### src/rtl/mc_ctrl_hs.sv
// Multicycle MIPS control FSM with a request/ack memory handshake and timeout,
// a stall handshake to a mul/div unit, and an exception state.
module mc_ctrl_hs #(
  parameter int ALUOP_W     = 4,
  parameter int TO_W        = 4,
  parameter int MEM_TIMEOUT = 15,
  parameter int MULDIV_EN   = 1
) (
  input  logic               clk,
  input  logic               rst,
  input  logic               Zero,
  input  logic [5:0]         Op,
  input  logic [5:0]         Funct,
  input  logic               mem_ack,
  input  logic               md_busy,
  output logic               MemReq,
  output logic               MemWrite,
  output logic               IorD,
  output logic               PCWrite,
  output logic               IRWrite,
  output logic               RegWrite,
  output logic               EXTOp,
  output logic               ALUSrcA,
  output logic [1:0]         ALUSrcB,
  output logic [ALUOP_W-1:0] ALUOp,
  output logic [2:0]         PCSource,
  output logic [1:0]         GPRSel,
  output logic [1:0]         WDSel,
  output logic               md_start,
  output logic [1:0]         md_op,
  output logic               exc_valid,
  output logic [1:0]         exc_cause,
  output logic [2:0]         state_o
);
  typedef enum logic [2:0] {
    S_IF = 3'd0, S_ID = 3'd1, S_EXE = 3'd2, S_MEM = 3'd3,
    S_WB = 3'd4, S_MDW = 3'd5, S_EXC = 3'd6
  } state_t;

  localparam logic [3:0] A_ADD = 4'd1, A_SUB = 4'd2, A_AND = 4'd3, A_OR = 4'd4,
                         A_SLT = 4'd5, A_SLTU = 4'd6, A_SLL = 4'd7, A_SRL = 4'd8,
                         A_NOR = 4'd9, A_LUI = 4'd10;
  localparam logic [1:0] C_ILL = 2'd1, C_BUS = 2'd2;

  state_t          state, nxt;
  logic [TO_W-1:0] cnt;
  logic [1:0]      cause_nxt;
  logic [3:0]      alu4, alu_fn;

  // instruction decode
  logic is_r, md_ok;
  logic d_alur, d_jr, d_jalr, d_mf, d_md, d_ialu, d_andor, d_br, d_lw, d_sw, d_j, d_jal, legal;
  assign is_r    = (Op == 6'h00);
  assign md_ok   = (MULDIV_EN != 0);
  assign d_alur  = is_r && (Funct inside {6'h20, 6'h21, 6'h22, 6'h23, 6'h24, 6'h25,
                                          6'h27, 6'h2A, 6'h2B, 6'h00, 6'h02});
  assign d_jr    = is_r && (Funct == 6'h08);
  assign d_jalr  = is_r && (Funct == 6'h09);
  assign d_mf    = is_r && md_ok && (Funct == 6'h10 || Funct == 6'h12);
  assign d_md    = is_r && md_ok && (Funct[5:2] == 4'b0110);
  assign d_ialu  = Op inside {6'h08, 6'h09, 6'h0A, 6'h0B, 6'h0C, 6'h0D, 6'h0F};
  assign d_andor = (Op == 6'h0C) || (Op == 6'h0D);
  assign d_br    = (Op == 6'h04) || (Op == 6'h05);
  assign d_lw    = (Op == 6'h23);
  assign d_sw    = (Op == 6'h2B);
  assign d_j     = (Op == 6'h02);
  assign d_jal   = (Op == 6'h03);
  assign legal   = d_alur | d_jr | d_jalr | d_mf | d_md | d_ialu | d_br | d_lw | d_sw | d_j | d_jal;

  always_comb begin
    alu_fn = A_ADD;
    if (is_r) begin
      case (Funct)
        6'h22, 6'h23: alu_fn = A_SUB;
        6'h24:        alu_fn = A_AND;
        6'h25:        alu_fn = A_OR;
        6'h27:        alu_fn = A_NOR;
        6'h2A:        alu_fn = A_SLT;
        6'h2B:        alu_fn = A_SLTU;
        6'h00:        alu_fn = A_SLL;
        6'h02:        alu_fn = A_SRL;
        default:      alu_fn = A_ADD;
      endcase
    end else begin
      case (Op)
        6'h04, 6'h05: alu_fn = A_SUB;
        6'h0A:        alu_fn = A_SLT;
        6'h0B:        alu_fn = A_SLTU;
        6'h0C:        alu_fn = A_AND;
        6'h0D:        alu_fn = A_OR;
        6'h0F:        alu_fn = A_LUI;
        default:      alu_fn = A_ADD;
      endcase
    end
  end

  logic to_hit;
  assign to_hit = (cnt == TO_W'(MEM_TIMEOUT)) && !mem_ack;

  always_comb begin
    nxt = S_IF; cause_nxt = 2'd0;
    MemReq = 1'b0; MemWrite = 1'b0; IorD = 1'b0; PCWrite = 1'b0; IRWrite = 1'b0;
    RegWrite = 1'b0; EXTOp = 1'b1; ALUSrcA = 1'b1; ALUSrcB = 2'd0; alu4 = A_ADD;
    PCSource = 3'd0; GPRSel = 2'd0; WDSel = 2'd0; md_start = 1'b0; md_op = Funct[1:0];
    case (state)
      S_IF: begin
        MemReq = 1'b1; ALUSrcA = 1'b0; ALUSrcB = 2'd1; nxt = S_IF;
        if (mem_ack) begin PCWrite = 1'b1; IRWrite = 1'b1; nxt = S_ID; end
        else if (to_hit) begin nxt = S_EXC; cause_nxt = C_BUS; end
      end
      S_ID: begin
        if (!legal) begin
          nxt = S_EXC; cause_nxt = C_ILL;
        end else if (d_j || d_jal) begin
          PCSource = 3'd2; PCWrite = 1'b1;
          if (d_jal) begin RegWrite = 1'b1; WDSel = 2'd2; GPRSel = 2'd2; end
          nxt = S_IF;
        end else if (d_jr || d_jalr) begin
          nxt = S_EXE;
        end else begin
          // branch target computed speculatively while the register file is read
          ALUSrcA = 1'b0; ALUSrcB = 2'd3; nxt = S_EXE;
        end
      end
      S_EXE: begin
        alu4 = alu_fn; nxt = S_WB;
        if (d_br) begin
          PCSource = 3'd1; PCWrite = (Op == 6'h04) ? Zero : !Zero; nxt = S_IF;
        end else if (d_lw || d_sw) begin
          ALUSrcB = 2'd2; nxt = S_MEM;
        end else if (d_jr || d_jalr) begin
          PCSource = 3'd3; PCWrite = 1'b1;
          if (d_jalr) begin RegWrite = 1'b1; WDSel = 2'd2; GPRSel = 2'd2; end
          nxt = S_IF;
        end else if (d_md) begin
          if (!md_busy) begin md_start = 1'b1; nxt = S_MDW; end
          else nxt = S_EXE;
        end else if (d_ialu) begin
          ALUSrcB = 2'd2; EXTOp = !d_andor;
        end
      end
      S_MEM: begin
        MemReq = 1'b1; IorD = 1'b1; MemWrite = d_sw; nxt = S_MEM;
        if (mem_ack) nxt = d_sw ? S_IF : S_WB;
        else if (to_hit) begin nxt = S_EXC; cause_nxt = C_BUS; end
      end
      S_WB: begin
        RegWrite = 1'b1; nxt = S_IF;
        if (d_lw) begin WDSel = 2'd1; GPRSel = 2'd1; end
        else if (d_ialu) GPRSel = 2'd1;
        else if (d_mf) WDSel = 2'd3;
      end
      S_MDW: nxt = md_busy ? S_MDW : S_IF;
      S_EXC: begin PCSource = 3'd4; PCWrite = 1'b1; nxt = S_IF; end
      default: nxt = S_IF;
    endcase
    // reset kills every side effect in the same cycle, not just at the next edge
    if (rst) begin
      MemReq = 1'b0; MemWrite = 1'b0; PCWrite = 1'b0; IRWrite = 1'b0;
      RegWrite = 1'b0; md_start = 1'b0;
    end
  end

  always_comb begin
    ALUOp      = '0;
    ALUOp[3:0] = alu4;
  end
  assign state_o = state;

  always_ff @(posedge clk or posedge rst) begin
    if (rst) begin
      state     <= S_IF;
      cnt       <= '0;
      exc_valid <= 1'b0;
      exc_cause <= 2'd0;
    end else begin
      state     <= nxt;
      exc_valid <= (nxt == S_EXC);
      if (nxt == S_EXC) exc_cause <= cause_nxt;
      if (nxt != state) cnt <= '0;
      else if (state == S_IF || state == S_MEM) cnt <= cnt + 1'b1;
    end
  end
endmodule

### config.mk
export PLATFORM = sky130hd
export DESIGN_NAME = mc_ctrl_hs
export DESIGN_NICKNAME = d
export VERILOG_FILES = /design/src/rtl/mc_ctrl_hs.sv
export SDC_FILE = /design/constraint.sdc
export NUM_CORES = 1
export LEC_CHECK = 0
export ABC_AREA = 0
export BUFFER_PORTS_ARGS = -buffer_cell sky130_fd_sc_hd__buf_2
export CORE_MARGIN = 2
export CORE_UTILIZATION = 46
export DETAILED_ROUTE_END_ITERATION = 6
export GPL_TIMING_DRIVEN = 0
export PLACE_DENSITY = 0.74
export SLEW_MARGIN = 0
export SYNTH_ARGS = -nofsm -noshare
export SYNTH_HDL_FRONTEND = slang
export SYNTH_SLANG_ARGS = --single-unit
export TNS_END_PERCENT = 1
### constraint.sdc
create_clock -name clk -period 2.1 [get_ports clk]
set_input_delay 0.21 -clock clk [delete_from_list [all_inputs] [get_ports clk]]
set_output_delay 0.21 -clock clk [all_outputs]
set_load 0.005 [all_outputs]
==> impl_metrics.ini <==
[sta]
timing.clock.skew_ns = 0.00726
max_clock_freq_ghz = 0.479
worst_hold_slack_ns = 0.291
worst_slew_pin_slew_ns = 0.445
unrepaired_setup_endpoints_after_global_routing = yes
final-hold-violation-count = 0
post-route-period-util_pct = 99.5
slew_headroom_pct = 70.3
report.final.setup_viol = 0
maxSlewViolCount = 0
final.min_clock_period_ns = 2.09

[clock_network]
cts_tree = yes
clk_root_buffer_cell = clkbuf_4
htree_levels = 1
cts_inserted_buffers = 3
clk_path_buf_depth = 2
path_clk_slew_ns = 0.06
worstSkewPairLatency_ns = 0.27
tritoncts_num_sinks = 10

[power]
design_power_total_w = 0.00142
peakVddDrop_mv = 0.318
leakage_power_nw = 0.861
p_per_area_nw_per_um2 = 783

[die]
fp.dieArea_um2 = 3570
dieHeight_um = 59.8
initial_cell_density_of_the_core_pct = 47.7
ioPinCount = 47
floorplan.core_area_um2 = 3000
die_w_um = 59.8
row_count = 20

[critical_path]
crit_chain = buf_2, nor4_4, and2_4, nand4_1, nand2_1, nand4b_1, a211o_2, buf_2
slowest_cell_on_the_critical_path = nor4_4
worstPathMaxFanout = 6
worst_path_largest_cell_delay_ns = 0.39
cp-start-kind = primary input
r2r_slack_ns = 0.11
critPathArrivalTime_ns = 1.88
endpoint_kind = output port
timing.rr.end = cnt[1]$_DFFE_PP0P_
cp_common_cell = buf_2
rr_startpoint = state_o[2]$_DFF_PP0_
worstSetupPathType = primary input to output port
worstRegToRegCells = 8
cp_data_required_time_ns = 1.89

[layout]
final_layout_size_suffix_gt1_share_pct = 33.2
fin_area_um2 = 1810
design.final.nets = 275
final_cells = 289
fillCellCount = 280
areaGrowthSynthToFinish_pct = 26.5
antennaDiodeCount = 0

[place]
dpl-instance-area_um2 = 1680
placed_cells = 276
buffer_ports.inserted = 41
routabilityCongestion = 0.978
post-dp-hpwl_um = 3040

[yosys]
synthDominantCellAreaShare_pct = 17.5
synthesis.area_um2 = 1430
synth_cell_types = 55
syn_inst = 202
yosysWarnings = 0
main_area_contributors_after_synthesis = dfrtp_1 17%, nor2_1 5.8%, a21oi_1 4.9%
synth_nets = 220
post_synth.cell_area_avg_um2 = 7.09
synthArstFlopShare_pct = 100
synth_flop_cell = dfrtp_1
share_of_the_yosys_chip_area_belonging_to_registers_pct = 17.5
synth-edff-count = 0
synth_largest_area_cell = dfrtp_1
synth.ff_latch_count = 10

[drt]
dr.first_iter.drc_count = 100
drt_first_pass_iters = 4
antenna_left = 0
route.vias.total = 1719
post_drt_wl_per_cell_um = 13.6
avgViaCountPerCell = 5.95
remaining_routing_drc_violations = 0
drt_wl_total_um = 3930

[worst_hold_path]
timing.hold.worst_path_depth = 3
hold_path_startpoint = md_busy
hold_path_class = primary input to flip-flop
whs_endpoint = exc_valid$_DFF_PP0_

[global_route]
grt_antenna_before_repair = 0
pin_count_of_the_biggest_net_entering_global_routing = 14
grt_pass1_wl_um = 6200
first_global_vias = 1402
groute.usage.overall_pct = 22.4
grt_overflow = 0

[run_status]
outcome = completed

[run]
number_of_max_cap_violations = 0
-- worst max-delay path by stage --
| stage | startpoint | slack [ns] | end | cells past startpoint |
|---|---|---|---|---|
| final | Op[3] | 0.01 | ALUSrcA | 8 |
| after global routing | Op[3] | -0.13 | ALUSrcA | 8 |
| after CTS | state_o[2]$_DFF_PP0_ | -0.01 | md_start | 6 |
| after detailed placement | Op[4] | -0.07 | ALUSrcA | 8 |
| after global placement | Op[4] | -0.07 | ALUSrcA | 8 |
| after floorplan | state_o[2]$_DFF_PP0_ | 0.25 | cnt[0]$_DFFE_PP0P_ | 8 |
-- stage by stage --
step	worst slack, ns	setup TNS (ns)	utilization, %
after floorplan	0.246	0	-
after global placement	-0.0682	-0.0682	55.9
after detailed placement	-0.0658	-0.0658	55.9
after CTS	-0.0105	-0.0105	58.3
after global routing	-0.127	-0.270	60.3
final	0.0113	0	60.3
-- worst max-delay path: cells and delay by family --
family / cells / cell delay [ns]
AND/OR/NAND/NOR: 5 / 1.06
AO/OA/AOI/OAI: 1 / 0.34
buffers and inverters: 2 / 0.26
-- layout make-up --
class	instances	area, um^2	share of cell area [%]
Tap cell	33	41.3	2.28
Sequential cell	10	250	13.8
Inverter	10	37.5	2.07
Timing Repair Buffer	51	283	15.6
Multi-Input combinational cell	165	1070	58.9
Buffer	16	95.1	5.25
Clock buffer	4	36.3	2.00
-- power breakdown --
part | switching, W | internal, W | leakage, nW
combinational | 0.000540 | 0.000449 | 0.709
sequential | 0.0000276 | 0.000232 | 0.131
clock | 0.0000641 | 0.000105 | 0.0210
-- cells in the mapped netlist (2+ instances only) --
master	number
nor2_1	22
nand2_1	15
a21oi_1	14
nor3_1	11
dfrtp_1	10
inv_1	10
nand4_1	8
nor2b_1	8
o21ai_0	8
clkbuf_1	7
nand3_1	7
and3_1	5
o211ai_1	5
and2_1	4
buf_2	4
a31oi_1	3
and4_1	3
buf_4	3
buf_6	3
nor3b_1	3
nor4_1	3
o31ai_1	3
xnor2_1	3
a21o_1	2
a32oi_1	2
nand2b_1	2
nand4b_1	2
o21ai_2	2
o21bai_1	2
o2bb2ai_1	2
or2_2	2
-- sequential cells by signal, indices dropped and copies added, names as in the netlist --
name / cells
exc_valid: 1
state_o: 3
exc_cause: 2
cnt: 4
-- cell families after synthesis --
group	Yosys count	share of synthesized area [%]
and+or+nand+nor	100	38.4
AOI/OAI and AO/OA	59	30.3
buffers and inverters	27	9.79
DFF	10	17.5
xor gates and xnor gates	4	2.45
muxes	1	0.699
adders and majority gates	1	0.874
-- routing by layer --
metal | wire length, um | track usage, %
met1 | 1870 | 33.1
met2 | 1840 | 34.5
met3 | 209 | 4.55
met4 | 10 | 2.22
met5 | 0 | 0
-- what timing repair did --
action,CTS,global route
cloned,0,0
hold buffers,1,0
gates resized for setup,6,8
buffers inserted,3,6
pin swaps,3,7
setup endpoints to repair,7,14
endpoints found under the hold margin,10,0
-- cells in the final DEF (no fill, tap or decap), types with 3 or more instances in the layout --
cell type	n
a21oi_1	14
a31oi_1	3
and2_1	3
and3_1	5
and4_1	3
buf_2	46
buf_4	12
clkbuf_1	4
clkbuf_4	3
dfrtp_1	10
inv_1	10
nand2_1	15
nand3_1	7
nand4_1	8
nor2_1	19
nor2b_1	8
nor3_1	11
nor3b_1	3
nor4_1	3
o211ai_1	5
o21ai_0	8
o31ai_1	3
xnor2_1	3
No activity file was read; power rests on OpenSTA's default activity.
